===== config.mk =====
export PLATFORM = sky130hd
export DESIGN_NAME = imem_boot_loader
export DESIGN_NICKNAME = d
export VERILOG_FILES = /design/src/rtl/imem_boot_loader.sv
export SDC_FILE = /design/constraint.sdc
export NUM_CORES = 1
export LEC_CHECK = 0
export ABC_AREA = 1
export BUFFER_PORTS_ARGS = -buffer_cell sky130_fd_sc_hd__buf_4
export CELL_PAD_IN_SITES_DETAIL_PLACEMENT = 0
export CELL_PAD_IN_SITES_GLOBAL_PLACEMENT = 2
export CORE_MARGIN = 8
export CORE_UTILIZATION = 38
export DETAILED_ROUTE_END_ITERATION = 6
export GPL_TIMING_DRIVEN = 0
export PLACE_DENSITY_LB_ADDON = 0.25
export SETUP_SLACK_MARGIN = 0.02
export SLEW_MARGIN = 0
export SYNTH_ARGS = -nofsm -noshare
export SYNTH_HDL_FRONTEND = slang
export SYNTH_SLANG_ARGS = --single-unit

===== constraint.sdc =====
create_clock -name clk -period 5 [get_ports clk]
set_clock_uncertainty 0.05 [all_clocks]
set_input_delay 0 -clock clk [delete_from_list [all_inputs] [get_ports clk]]
set_output_delay 0 -clock clk [all_outputs]
set_load 0.1 [all_outputs]

===== src/rtl/imem_boot_loader.sv =====
`default_nettype none
// ============================================================================
// Module      : imem_boot_loader
// Description : Byte-stream program loader for the RV32I core. Receives a
//               framed image over a valid/ready byte link, assembles
//               little-endian 32-bit words, writes them to instruction
//               memory and releases the core from reset once the whole
//               image has been written and its checksum verified.
//
//               Frame: SYNC_BYTE, LEN_LO, LEN_HI, 4*N data bytes, CSUM
//               where CSUM = sum of all data bytes mod 256.
//
// Ports       : clk, reset          - clock, async active-high reset
//               rx_data/valid/ready - incoming byte stream
//               reload              - re-arm pulse from DONE or ERROR
//               imem_we/addr/wdata  - instruction-memory write port
//               core_reset          - processor reset, high until loaded
//               load_done/error     - frame verdict
//               words_loaded        - words written in the current frame
// Revision    : 1.0 - initial release
// ============================================================================
module imem_boot_loader #(
    parameter int          ADDR_W    = 10,
    parameter logic [7:0]  SYNC_BYTE = 8'hA5
) (
    input  logic              clk,
    input  logic              reset,
    input  logic [7:0]        rx_data,
    input  logic              rx_valid,
    output logic              rx_ready,
    input  logic              reload,
    output logic              imem_we,
    output logic [ADDR_W-1:0] imem_addr,
    output logic [31:0]       imem_wdata,
    output logic              core_reset,
    output logic              load_done,
    output logic              load_error,
    output logic [ADDR_W:0]   words_loaded
);

    // Length field is 16 bits; compare it against capacity in 17 bits so
    // that DEPTH = 65536 (ADDR_W = 16) is still representable.
    localparam logic [16:0]     c_depth  = 17'(2 ** ADDR_W);
    localparam logic [ADDR_W:0] c_wl_one = (ADDR_W+1)'(1);

    typedef enum logic [2:0] {
        S_SYNC  = 3'd0,
        S_LEN0  = 3'd1,
        S_LEN1  = 3'd2,
        S_DATA  = 3'd3,
        S_CSUM  = 3'd4,
        S_DONE  = 3'd5,
        S_ERROR = 3'd6
    } state_t;

    state_t             r_state;
    state_t             w_state_nxt;

    logic [7:0]         r_len_lo;
    logic [15:0]        r_len;
    logic [1:0]         r_byte_cnt;
    logic [31:0]        r_word;
    logic [7:0]         r_sum;
    logic               r_imem_we;
    logic [ADDR_W-1:0]  r_imem_addr;
    logic [31:0]        r_imem_wdata;
    logic [ADDR_W:0]    r_words_loaded;

    logic               w_accept;
    logic               w_rearm;
    logic [15:0]        w_len_full;
    logic [ADDR_W:0]    w_wl_next;
    logic               w_last_word;
    logic [31:0]        w_word_full;

    assign w_accept    = rx_valid && rx_ready;
    assign w_rearm     = reload && ((r_state == S_DONE) || (r_state == S_ERROR));
    assign w_len_full  = {rx_data, r_len_lo};
    assign w_wl_next   = r_words_loaded + c_wl_one;
    assign w_last_word = (17'(w_wl_next) == {1'b0, r_len});
    // Bytes arrive LSB first, so each new byte enters at the top and the
    // oldest one ends up in bits [7:0] after four shifts.
    assign w_word_full = {rx_data, r_word[31:8]};

    // ------------------------------------------------------------------
    // State register
    // ------------------------------------------------------------------
    always_ff @(posedge clk or posedge reset) begin
        if (reset) begin
            r_state <= S_SYNC;
        end else begin
            r_state <= w_state_nxt;
        end
    end

    // ------------------------------------------------------------------
    // Next-state logic
    // ------------------------------------------------------------------
    always_comb begin
        w_state_nxt = r_state;
        case (r_state)
            S_SYNC: begin
                if (w_accept && (rx_data == SYNC_BYTE)) begin
                    w_state_nxt = S_LEN0;
                end
            end
            S_LEN0: begin
                if (w_accept) begin
                    w_state_nxt = S_LEN1;
                end
            end
            S_LEN1: begin
                if (w_accept) begin
                    if ({1'b0, w_len_full} > c_depth) begin
                        w_state_nxt = S_ERROR;
                    end else if (w_len_full == 16'd0) begin
                        w_state_nxt = S_CSUM;
                    end else begin
                        w_state_nxt = S_DATA;
                    end
                end
            end
            S_DATA: begin
                if (w_accept && (r_byte_cnt == 2'd3) && w_last_word) begin
                    w_state_nxt = S_CSUM;
                end
            end
            S_CSUM: begin
                if (w_accept) begin
                    w_state_nxt = (rx_data == r_sum) ? S_DONE : S_ERROR;
                end
            end
            S_DONE: begin
                if (reload) begin
                    w_state_nxt = S_SYNC;
                end
            end
            S_ERROR: begin
                // A byte coinciding with reload is simply discarded.
                if (reload) begin
                    w_state_nxt = S_SYNC;
                end
            end
            default: begin
                w_state_nxt = S_SYNC;
            end
        endcase
    end

    // ------------------------------------------------------------------
    // Datapath: length, word assembly, checksum, memory write
    // ------------------------------------------------------------------
    always_ff @(posedge clk or posedge reset) begin
        if (reset) begin
            r_len_lo       <= 8'd0;
            r_len          <= 16'd0;
            r_byte_cnt     <= 2'd0;
            r_word         <= 32'd0;
            r_sum          <= 8'd0;
            r_imem_we      <= 1'b0;
            r_imem_addr    <= '0;
            r_imem_wdata   <= 32'd0;
            r_words_loaded <= '0;
        end else begin
            r_imem_we <= 1'b0;
            if (w_rearm) begin
                r_words_loaded <= '0;
                r_sum          <= 8'd0;
                r_byte_cnt     <= 2'd0;
            end else if (w_accept) begin
                case (r_state)
                    S_SYNC: begin
                        if (rx_data == SYNC_BYTE) begin
                            r_words_loaded <= '0;
                            r_sum          <= 8'd0;
                            r_byte_cnt     <= 2'd0;
                        end
                    end
                    S_LEN0: begin
                        r_len_lo <= rx_data;
                    end
                    S_LEN1: begin
                        r_len <= w_len_full;
                    end
                    S_DATA: begin
                        r_sum      <= r_sum + rx_data;
                        r_byte_cnt <= r_byte_cnt + 2'd1;
                        r_word     <= w_word_full;
                        if (r_byte_cnt == 2'd3) begin
                            r_imem_we      <= 1'b1;
                            r_imem_addr    <= r_words_loaded[ADDR_W-1:0];
                            r_imem_wdata   <= w_word_full;
                            r_words_loaded <= w_wl_next;
                        end
                    end
                    default: begin
                    end
                endcase
            end
        end
    end

    // ------------------------------------------------------------------
    // Outputs
    // ------------------------------------------------------------------
    assign rx_ready     = (r_state != S_DONE);
    assign core_reset   = (r_state != S_DONE);
    assign load_done    = (r_state == S_DONE);
    assign load_error   = (r_state == S_ERROR);
    assign imem_we      = r_imem_we;
    assign imem_addr    = r_imem_addr;
    assign imem_wdata   = r_imem_wdata;
    assign words_loaded = r_words_loaded;

endmodule
`default_nettype wire


Yosys cells after proc, flatten, opt, wreduce, memory -nomap -nowiden --
Cells that the tools add are included.
Cells by class: add/sub/neg operators 3, reduce and logical (&&, ||, !) cells 18, mux-type cells 27, order comparisons 1, bitwise operators 1, equality and inequality tests 19
Operators by type and width (count):
- $mux W11 | 4
- $mux W3 | 8
- $mux W8 | 3
- $pmux W11 S2 | 1
- $pmux W3 S6 | 1
- $eq A11 B16 Y1 | 1
- $gt A16 B11 Y1 const B | 1
- $logic_not A16 Y1 | 1
- $pmux W8 S2 | 1
- $reduce_and A3 Y1 | 4
- $add A11 B1 Y11 const B | 1
- $ne A2 B2 Y1 const B | 5
- $eq A3 B3 Y1 const B | 3
- $ne A3 B3 Y1 const B | 3
- $add A8 B8 Y8 | 1
- $eq A8 B8 Y1 | 1
- $eq A8 B8 Y1 const B | 1
- $mux W2 | 4
- $reduce_and A4 Y1 | 2
- $eq A3 B2 Y1 const B | 2
- $reduce_and A6 Y1 | 1
- $logic_and A1 B1 Y1 | 5
- $mux W1 | 4
- $pmux W2 S2 | 1
- 10 further kinds | 10
Word-level totals: logic and storage cells 79, register bits after elaboration 123, input bits 12

Longest topological paths before layout --
depth after elaboration 6, gate-level depth with buffers 16, mapped depth without buffers 16

Worst setup path before layout --
Ideal clock, no wire load.
path kind register to register, from reg r_words_loaded[1], in the netlist words_loaded[1], to reg r_state[0], arrival 2341 ps, path buffers 0, period minus slack after synthesis 2508 ps, library setup time 117 ps, cell stages (with the launch flop) 15, setup slack 2492 ps, path through dfrtp_1 ha_1 nand2_1 nor2_1 nand2_1 nand2_1 nand2_1 nand2_1 nand4_1 nor2_1 nand2_1 nand2_2 nand2_2 nand2_1 nand2_1
Between the ends: longest elaborated chain between the ends 5
RTL lines:
- start, declared | RTL line 67 | logic [ADDR_W:0] r_words_loaded;
- start signal, assigned | RTL line 193 | r_words_loaded <= w_wl_next;
- $add A11 B1 Y11 | RTL line 79 | assign w_wl_next = r_words_loaded + c_wl_one;
- $eq A11 B16 Y1 | RTL line 80 | assign w_last_word = (17'(w_wl_next) == {1'b0, r_len});
- $logic_and A1 B1 Y1 | RTL line 124 | if (w_accept && (r_byte_cnt == 2'd3) && w_last_word) begin
- $ne A2 B2 Y1 (no line)
- $reduce_and A6 Y1 (no line)
- end signal, assigned | RTL line 92 | r_state <= w_state_nxt;
- end, declared | RTL line 56 | state_t r_state;
No other way between the ends. A chain may end at the register's enable or synchronous reset.

Worst setup path after layout --
from reg r_words_loaded[0], in the netlist words_loaded[0], to reg r_state[0]
Same word-level chain as after synthesis.

==> impl_metrics.json <==
{
  "hpwlAfterDp_mm": 10.3,
  "die_w_um": 136,
  "syn-num-nets": 654,
  "gp_congestion": 0.897,
  "drt-total-wl_mm": 14.0,
  "clock-sinks": 115,
  "grt_max_degree": 99,
  "setup_viol": 0,
  "wl_per_cell_um": 15.1,
  "synth_edf_count": 0,
  "worstPathRequired_ps": 5250,
  "drv_cap": 0,
  "syn_avg_cell_area_um2": 8.66,
  "finalInstanceArea_um2": 6970,
  "synthArstFlopShare_pct": 100,
  "holdWs_ps": 26.6,
  "clk_pin_slew_ps": 50,
  "synth_common_cells": "nand2_1, dfrtp_1, inv_1",
  "htreeDepth": 4,
  "start_util_pct": 38.2,
  "critPathKind": "flip-flop to flip-flop",
  "drive_above_1_share_pct": 21.1,
  "cts_resized": 0,
  "io_buffers": 69,
  "slew_headroom_pct": 68.0,
  "yosysMostFrequentCell": "nand2_1",
  "worst-path-buf-inv": 0,
  "yosys.area.top_type_share_pct": 52.6,
  "die_area_um2": 18500,
  "finalHoldViolCount": 0,
  "arrival_ps": 2420,
  "synth-seq-cells": 115,
  "max-clock-path-buffers": 2,
  "diodes": 0,
  "worstPathCellList": "ha_1 > nand3_1 > nor2_1 > nand2_1 > nand2_1 > nand2_1 > nand2_1 > nand3_1 > nor2_1 > nand2_1 > nand2_2 > nand2_2 > nand2_1 > nand2_1",
  "setup_tns_ps": 0,
  "critical_path.top_delay_family": "simple AND/OR/NAND/NOR gates",
  "startpoint_type": "flip-flop",
  "via_per_inst": 4.79,
  "holdBufCountCts": 10,
  "drtIter0Drc": 279,
  "num_rows": 44,
  "dpl.cell_count": 886,
  "antenna_found_initial": 0,
  "synth_top_area_cell": "dfrtp_1",
  "cp-end-kind": "flip-flop",
  "cpMaxStageDelayCell": "dfrtp_1",
  "nets": 753,
  "dp_slack_ps": 2810,
  "final_antenna_net_count": 0,
  "crit_path_max_fanout": 8,
  "io_pins": 70,
  "post-cts-setup-buffers": 0,
  "die_y_um": 136,
  "tightest_slew_ps": 480,
  "numCtsBuffers": 17,
  "grt_pass1_wl_mm": 23.3,
  "yosysWarnings": 0,
  "cts-root-buf": "clkbuf_16",
  "min_period_over_period_pct": 43.3,
  "maxSlewViolCount": 0,
  "ys_seq_area_share_pct": 52.6,
  "clock_latency_ps": 410,
  "synthesis.area_um2": 5470,
  "drt_first_pass_iters": 5,
  "grt_pass1_vias": 4481,
  "fmax_ghz": 0.462,
  "core_um2": 14300,
  "tritoncts": "built",
  "rsz0062_at_grt": "false",
  "syn_inst": 632,
  "fin_ws_ps": 2830,
  "ir_worst_vdd_v": 0.000390,
  "status": "complete, no violations",
  "power_density_nw_per_um2": 760,
  "min_period_ps": 2170,
  "stdcell_count": 927,
  "synthFlopType": "dfrtp_1",
  "leakage_nw": 3.43,
  "grt_use_total_pct": 16.0,
  "vias": 4442,
  "placed_cell_area_um2": 6250,
  "hp-class": "input port to async pin",
  "syn2layout_area_growth_pct": 27.3,
  "slowest_delay_ps": 510,
  "crit_top_cell": "nand2_1",
  "drc": 0,
  "synth_cell_types": 39,
  "synth_area_leaders": "dfrtp_1, nand2_1, o21ai_0",
  "grt-ovfl-total": 0
}
## worst reg2reg max path, stage by stage, from the launching register on
cell and delay, ps:
dfrtp_1 510, ha_1 300, nand3_1 140, nor2_1 170, nand2_1 90, nand2_1 100
nand2_1 50, nand2_1 50, nand3_1 60, nor2_1 120, nand2_1 110, nand2_2 110
nand2_2 60, nand2_1 70, nand2_1 50
## where the power goes
group          switching (mW)  total (mW)  internal (mW)  leakage (nW)
clock                   0.416        1.25          0.833         0.299
sequential              0.231        1.55           1.32          1.47
combinational            1.91        2.50          0.584          1.65
total                    2.56        5.29           2.73          3.43
## cell type report
type	count	area (µm²)
clock inverters	8	125
well taps	184	230
plain buffers	22	141
inverters	87	337
clock buffers	23	488
flip-flops and latches	115	2880
multi-input cells	408	2120
fillers	1424	7350
repair buffers	80	646
## per-stage QoR
| stage | util, % | power, mW |
|---|---|---|
| 3_3_place_gp | 43.5 | 4.04 |
| 2_1_floorplan | - | 3.49 |
| 3_5_place_dp | 43.7 | 4.07 |
| 4_1_cts | 48.7 | 5.34 |
| 5_1_grt | 48.7 | 5.60 |
| 6_report | 48.7 | 5.29 |
## routing by layer
layer	global-route usage, %	vias to the layer above	wire length, µm
li1	-	2250	-
met1	21.7	2071	6750
met2	24.1	111	6300
met3	3.99	10	806
met4	6.35	0	125
met5	0	-	0
## path summary, 6_finish.rpt
path / end / depth (start not counted) / startpoint / slack [ps]
max in group asynchronous: imem_wdata[28] / 4 / reset / 4160
worst max register to register: r_state[0] / 14 / words_loaded[0] / 2830
worst max-delay path: r_state[0] / 14 / words_loaded[0] / 2830
min in group clk: imem_we / 5 / rx_valid / 130
worst min-delay path: imem_wdata[5] / 3 / reset / 30
worst min register to register: imem_addr[0] / 2 / imem_addr[0] / 430
## cell families (layout without fill, tap and decap cells)
kind of cell | Yosys count | after routing | share of synthesized area, %
xor gates and xnor gates | 4 | 4 | 0.892
and+or+nand+nor | 260 | 260 | 21.7
adders and majority gates | 10 | 10 | 2.42
DFF | 115 | 115 | 52.6
AOI/OAI and AO/OA | 134 | 134 | 13.7
buffers and inverters | 109 | 220 | 8.64
## placed cells by master (no fill, tap or decap), types with 3 or more instances in the layout
master,Yosys,routed
nand2_1,164,164
dfrtp_1,115,115
inv_1,81,80
buf_4,1,70
o21ai_0,62,62
o21ai_1,47,47
nor2_1,28,28
nand3_1,27,27
clkbuf_16,0,17
buf_2,14,14
nand4_1,11,11
nand2_2,10,10
a21oi_1,10,10
dlygate4sd3_1,0,10
ha_1,9,9
o22ai_2,6,6
buf_6,5,5
inv_2,4,4
nand3_2,4,4
clkbuf_1,2,4
nor2_8,4,4
clkbuf_8,0,4
nor3_1,3,3
xor2_1,3,3
bufinv_16,0,3
## flip-flops by register name (all words and copies together), names as in the netlist
name          count
imem_we           1
imem_addr        10
r_byte_cnt        2
r_state           3
r_sum             8
words_loaded     11
r_len_lo          8
r_len            16
imem_wdata       32
r_word           24
No activity file was read; power rests on OpenSTA's default activity.
